`config.mk`:
```
export PLATFORM = sky130hd
export DESIGN_NAME = cordic_channel_scheduler
export DESIGN_NICKNAME = d
export VERILOG_FILES = /design/src/rtl/cordic_pkg.sv /design/src/rtl/rr_arbiter.sv /design/src/rtl/cordic_channel_scheduler.sv
export SDC_FILE = /design/constraint.sdc
export NUM_CORES = 1
export LEC_CHECK = 0
export BUFFER_PORTS_ARGS = -buffer_cell sky130_fd_sc_hd__buf_2
export CAP_MARGIN = 20
export CORE_ASPECT_RATIO = 0.9
export CORE_MARGIN = 5
export CORE_UTILIZATION = 45
export CTS_CLUSTER_DIAMETER = 150
export DETAILED_ROUTE_END_ITERATION = 10
export GPL_ROUTABILITY_DRIVEN = 0
export GPL_TIMING_DRIVEN = 0
export PLACE_DENSITY = 0.75
export SLEW_MARGIN = 0
export SYNTH_ARGS = -nofsm -noshare
export SYNTH_HDL_FRONTEND = slang
export SYNTH_SLANG_ARGS = --single-unit
```
`constraint.sdc`:
```
create_clock -name i_clk -period 6.51 [get_ports i_clk]
set_clock_uncertainty 0.1 [all_clocks]
set_input_delay 1.302 -clock i_clk [delete_from_list [all_inputs] [get_ports i_clk]]
set_output_delay 1.302 -clock i_clk [all_outputs]
set_load 0.02 [all_outputs]
```
`src/rtl/cordic_pkg.sv`:
```
// Shared definitions for the CORDIC channel scheduler.
//   CORDIC_LAT : default CORDIC latency in ce-edges (operand sampling to result)
//   CORDIC_PW  : default phase width (full circle = 2^CORDIC_PW)
//   tag_t      : {valid, ch} tag that travels alongside each operand
package cordic_pkg;
  localparam int CORDIC_LAT = 17;
  localparam int CORDIC_PW  = 19;
  // Sized for the largest supported channel count (8).
  localparam int TAG_CHW    = 3;

  typedef struct packed {
    logic               valid;
    logic [TAG_CHW-1:0] ch;
  } tag_t;

  localparam int TAG_W = $bits(tag_t);
endpackage

```
`src/rtl/rr_arbiter.sv`:
```
// Round-robin arbiter: one-hot grant to the first requester after i_ptr.
//   i_en    : grants are forced low when deasserted
//   i_req   : per-requester request
//   i_ptr   : last granted requester; the search starts at i_ptr+1
//   o_grant : one-hot grant (all zero when idle or disabled), combinational
module rr_arbiter #(
  parameter  int NCH  = 4,
  localparam int PTRW = (NCH > 1) ? $clog2(NCH) : 1
) (
  input  logic            i_en,
  input  logic [NCH-1:0]  i_req,
  input  logic [PTRW-1:0] i_ptr,
  output logic [NCH-1:0]  o_grant
);
  logic            found;
  logic [PTRW-1:0] idx;

  always_comb begin
    o_grant = '0;
    found   = 1'b0;
    idx     = '0;
    // i runs 1..NCH so the last-granted requester is visited last.
    for (int i = 1; i <= NCH; i++) begin
      idx = PTRW'((int'(i_ptr) + i) % NCH);
      if (i_en && !found && i_req[idx]) begin
        o_grant[idx] = 1'b1;
        found        = 1'b1;
      end
    end
  end
endmodule

```
`src/rtl/cordic_channel_scheduler.sv`:
```
// Time-multiplexes one shared CORDIC among NCH channels.
//   i_clk, i_reset       : clock, synchronous active-high reset
//   i_stall              : freezes the scheduler and (via o_cordic_ce) the CORDIC
//   i_req_valid/o_req_ready, i_req_x/y/phase : per-channel request, packed by channel
//   o_cordic_ce/x/y/phase: registered operands to the CORDIC
//   i_cordic_x/y         : CORDIC results, aligned with the last tag stage
//   o_res_valid/ch/x/y   : one-cycle result strobe with originating channel
//   o_inflight           : accepted but not yet returned operations
module cordic_channel_scheduler
  import cordic_pkg::*;
#(
  parameter  int NCH = 4,
  parameter  int IW  = 12,
  parameter  int PW  = CORDIC_PW,
  parameter  int OW  = 12,
  parameter  int LAT = CORDIC_LAT,
  localparam int CHW = $clog2(NCH),
  localparam int IFW = $clog2(LAT + 2)
) (
  input  logic              i_clk,
  input  logic              i_reset,
  input  logic              i_stall,
  input  logic [NCH-1:0]    i_req_valid,
  output logic [NCH-1:0]    o_req_ready,
  input  logic [NCH*IW-1:0] i_req_x,
  input  logic [NCH*IW-1:0] i_req_y,
  input  logic [NCH*PW-1:0] i_req_phase,
  output logic              o_cordic_ce,
  output logic [IW-1:0]     o_cordic_x,
  output logic [IW-1:0]     o_cordic_y,
  output logic [PW-1:0]     o_cordic_phase,
  input  logic [OW-1:0]     i_cordic_x,
  input  logic [OW-1:0]     i_cordic_y,
  output logic              o_res_valid,
  output logic [CHW-1:0]    o_res_ch,
  output logic [OW-1:0]     o_res_x,
  output logic [OW-1:0]     o_res_y,
  output logic [IFW-1:0]    o_inflight
);
  logic [CHW-1:0] ptr;
  logic [NCH-1:0] grant;
  logic [CHW-1:0] acc_ch;
  logic           accept;
  tag_t           new_tag;
  // Stage 0 is loaded with the operand; stage LAT lines up with i_cordic_x/y.
  tag_t [LAT:0]   tag_pipe;

  rr_arbiter #(.NCH(NCH)) u_arb (
    .i_en   (!i_stall && !i_reset),
    .i_req  (i_req_valid),
    .i_ptr  (ptr),
    .o_grant(grant)
  );

  // Grants are only ever issued to valid channels, so any grant is an acceptance.
  assign o_req_ready = grant;
  assign accept      = |grant;
  assign o_cordic_ce = !i_stall;

  always_comb begin
    acc_ch = '0;
    for (int k = 0; k < NCH; k++)
      if (grant[k]) acc_ch = CHW'(k);
  end

  always_comb begin
    new_tag       = '0;
    new_tag.valid = accept;
    new_tag.ch    = TAG_CHW'(acc_ch);
  end

  always_ff @(posedge i_clk) begin
    if (i_reset) begin
      ptr            <= CHW'(NCH - 1);
      tag_pipe       <= '0;
      o_cordic_x     <= '0;
      o_cordic_y     <= '0;
      o_cordic_phase <= '0;
      o_res_valid    <= 1'b0;
      o_res_ch       <= '0;
      o_res_x        <= '0;
      o_res_y        <= '0;
      o_inflight     <= '0;
    end else if (!i_stall) begin
      tag_pipe <= {tag_pipe[LAT-1:0], new_tag};
      if (accept) begin
        ptr            <= acc_ch;
        o_cordic_x     <= i_req_x[int'(acc_ch)*IW +: IW];
        o_cordic_y     <= i_req_y[int'(acc_ch)*IW +: IW];
        o_cordic_phase <= i_req_phase[int'(acc_ch)*PW +: PW];
      end else begin
        // Bubbles feed zeros so the CORDIC never sees stale operands.
        o_cordic_x     <= '0;
        o_cordic_y     <= '0;
        o_cordic_phase <= '0;
      end
      o_res_valid <= tag_pipe[LAT].valid;
      if (tag_pipe[LAT].valid) begin
        o_res_ch <= tag_pipe[LAT].ch[CHW-1:0];
        o_res_x  <= i_cordic_x;
        o_res_y  <= i_cordic_y;
      end
      case ({accept, tag_pipe[LAT].valid})
        2'b10:   o_inflight <= o_inflight + IFW'(1);
        2'b01:   o_inflight <= o_inflight - IFW'(1);
        default: ;
      endcase
    end else begin
      o_res_valid <= 1'b0;
    end
  end
endmodule

```
==> reports/metrics.yaml <==
detailed_routing:
  drc: 0
  avgViaCountPerCell: 5.55
  wirelength_um: 23800
  vias: 7221
  ant_nets: 0
  drtIter0Drc: 499
  drt_first_pass_iters: 6
  avgRoutedWirePerCell_um: 18.3
critical_path:
  crit_path_start_kind: "input pin"
  r2r_end: "o_inflight[4]"
  required_ns: 6.70
  rrSetupSlack_ns: 1.06
  crit_fanout: 11
  r2r-start: "ptr[0]"
  cp-end-kind: "register"
  startpoint: "i_reset"
  critPathArrivalTime_ns: 5.81
  crit_type: "in2reg"
  crit_path_end: "o_inflight[4]"
  r2r_cells: 19
timing:
  min_period_ns: 5.62
  period_share_pct: 86.3
  rsz0062_at_grt: "false"
  tightest_slew_ns: 0.731
  relSlewSlack_pct: 50.9
  drv_slew: 0
  hold_viol: 0
  setup_viol: 0
  setup_ws_ns: 0.892
  tns_ns: 0
  max_clock_freq_ghz: 0.178
synthesis:
  synth_top_family_by_area: "compound AO/OA/AOI/OAI gates"
  synthArstFlopShare_pct: 0
  synth.top_cells.by_count: "dfxtp_1 (131), nor2_1 (101), nand2_1 (63), clkbuf_1 (54), mux2i_1 (53)"
  synth_edf_count: 0
  synth_seq_cells: 131
  synthAdderAreaFrac_pct: 2.14
  netlist.area_leader.share_pct: 37.4
  synth_nets: 999
  synth_area_leaders: "dfxtp_1 (37%), mux2i_1 (7.6%), o31ai_2 (6.8%), nor2_1 (5.4%), a311oi_1 (4.9%)"
  synth-xor-area-share_pct: 0.749
  synth_mux_area_share_pct: 8.84
  synth_flop_cell: "dfxtp_1"
  synth_cells: 784
  ys.warnings.count: 0
  synthesis.area_um2: 7020
  seq_area_frac_synth_pct: 37.4
  synth_compound_area_share_pct: 28.2
  synth.largest_area_cell: "dfxtp_1"
  syn_area_per_cell_um2: 8.95
  yosysUniqueCellTypes: 52
  yosys.area_share.simple_pct: 14.8
  synthMostInstantiatedCell: "dfxtp_1"
floorplan:
  ioPinCount: 283
  dieArea_um2: 18200
  die_w_um: 142
  initial_core_util_pct: 45.6
  die_h_um: 128
  coreArea_um2: 15400
  rows: 43
run_status:
  status: "completed"
cts:
  cts-resized-gates: 0
  cts.sinks: 131
  cts_buffer_depth: 2
  clk_pin_slew_ns: 0.06
  clk-insertion-delay-late_ns: 0.41
  cts_buffers: 17
  h-tree-depth: 4
  holdBufCountCts: 0
  cts-root-buf: "clkbuf_16"
  cts_tree: "built"
  cts_post_setup_buffers_inserted: 0
layout:
  final_nets: 1299
  synthToLayoutAreaGrowth_pct: 32.5
  final_core_util_pct: 60.5
  drive_above_1_share_pct: 36.1
  fin_area_um2: 9310
global_routing:
  overflow: 0
  grt_pass1_vias: 7049
  grt_first_pass_wirelength_um: 37100
  grt_util_all_layers_pct: 25.7
  grt_max_degree: 17
  antenna_found_initial: 1
placement:
  dpl.hpwl_um: 18100
  pre_cts_ws_ns: 0.521
  io_buffer_count: 281
  placed_cell_area_um2: 8680
power_and_ir_drop:
  power_w: 0.00306
  ir_drop_uv: 276
  powerDensity_nw_per_um2: 329
  leakage_nw: 4.29
hold_path:
  hold_path.startpoint: "tag_pipe[68]"
  hp-class: "reg2reg"
flow_run:
  drv_cap: 0
worst min path at each step:
stage	slack, ns	cells after the start	end
after global routing	0.37	2	o_res_y[5]
after global placement	0.34	2	o_res_x[10]
after detailed placement	0.35	2	o_res_ch[0]
final	0.35	2	o_res_ch[0]
after CTS	0.35	2	o_res_ch[0]
after floorplan	0.33	2	o_res_ch[0]
cell families after synthesis:
family / Yosys count
AOI/OAI and AO/OA: 225
and+or+nand+nor: 225
DFF: 131
buffers and inverters: 128
muxes: 57
adders and majority gates: 12
xor gates and xnor gates: 6
cell type report:
type                       count  area (um2)
antenna                        1        2.50
buffer                        78         367
clock buffer                  18         439
clock inverter                14         184
fill                        1411        6080
inverter                      50         193
multi-input combinational    525        3840
sequential                   131        2620
tap                          202         253
timing repair buffer         281        1410
cell usage in the layout (no fill, tap or decap), types with 4 or more instances in the layout:
cell type,instances
o21ai_0,4
a41oi_2,10
ha_1,12
a31oi_1,44
mux4_2,4
dfxtp_1,131
clkbuf_1,54
o31ai_2,38
nand3b_1,5
mux2i_1,53
a311oi_2,4
buf_2,286
buf_4,4
nand2_1,63
buf_1,8
a41oi_1,33
clkbuf_16,17
inv_6,8
buf_6,7
a21oi_1,33
o31ai_1,5
inv_1,47
and2_1,43
nor2_1,101
a311oi_1,39
worst max-delay path, cell delays in order:
cell	delay [ns]
buf_2	0.09
clkbuf_1	0.39
nor3_1	0.12
a22o_1	0.22
and3_1	0.23
a221oi_4	0.54
inv_2	0.24
nor4_4	0.60
buf_6	0.28
ha_1	0.19
clkbuf_1	0.28
xor2_1	0.12
ha_1	0.23
o21a_1	0.17
o221a_2	0.27
o21ai_0	0.15
nand3b_1	0.12
xor2_1	0.19
nor2_1	0.06
routing by layer:
metal / vias to the layer above / track usage [%] / share of wire [%]
met2: 332 / 42.3 / 47
li1: 3458 / - / -
met1: 3373 / 32.6 / 41
met5: - / 0 / 0
met4: 0 / 8.69 / 2.9
met3: 58 / 7.13 / 8.3
report_power, final:
part	leakage (nW)	switching, W	internal (W)
combinational	2.92	0.000646	0.000445
sequential	1.06	0.0000571	0.000902
clock	0.305	0.000389	0.000625
total	4.29	0.00109	0.00197
flip-flops by register name, summed over array words and instances, names as in the netlist:
| signal | flops |
|---|---|
| o_cordic_phase | 19 |
| o_cordic_x | 12 |
| o_cordic_y | 12 |
| o_inflight | 5 |
| o_res_ch | 2 |
| o_res_valid | 1 |
| o_res_x | 12 |
| o_res_y | 12 |
| ptr | 2 |
| tag_pipe | 54 |
metrics by stage:
step | std cells | hold WS [ns]
finish | 1300 | 0.351
global route | 1300 | 0.374
CTS | 1299 | 0.349
detailed placement | 1267 | 0.347
global placement | 1267 | 0.339
floorplan | 784 | 0.332
(Power assumes the default switching activity.)
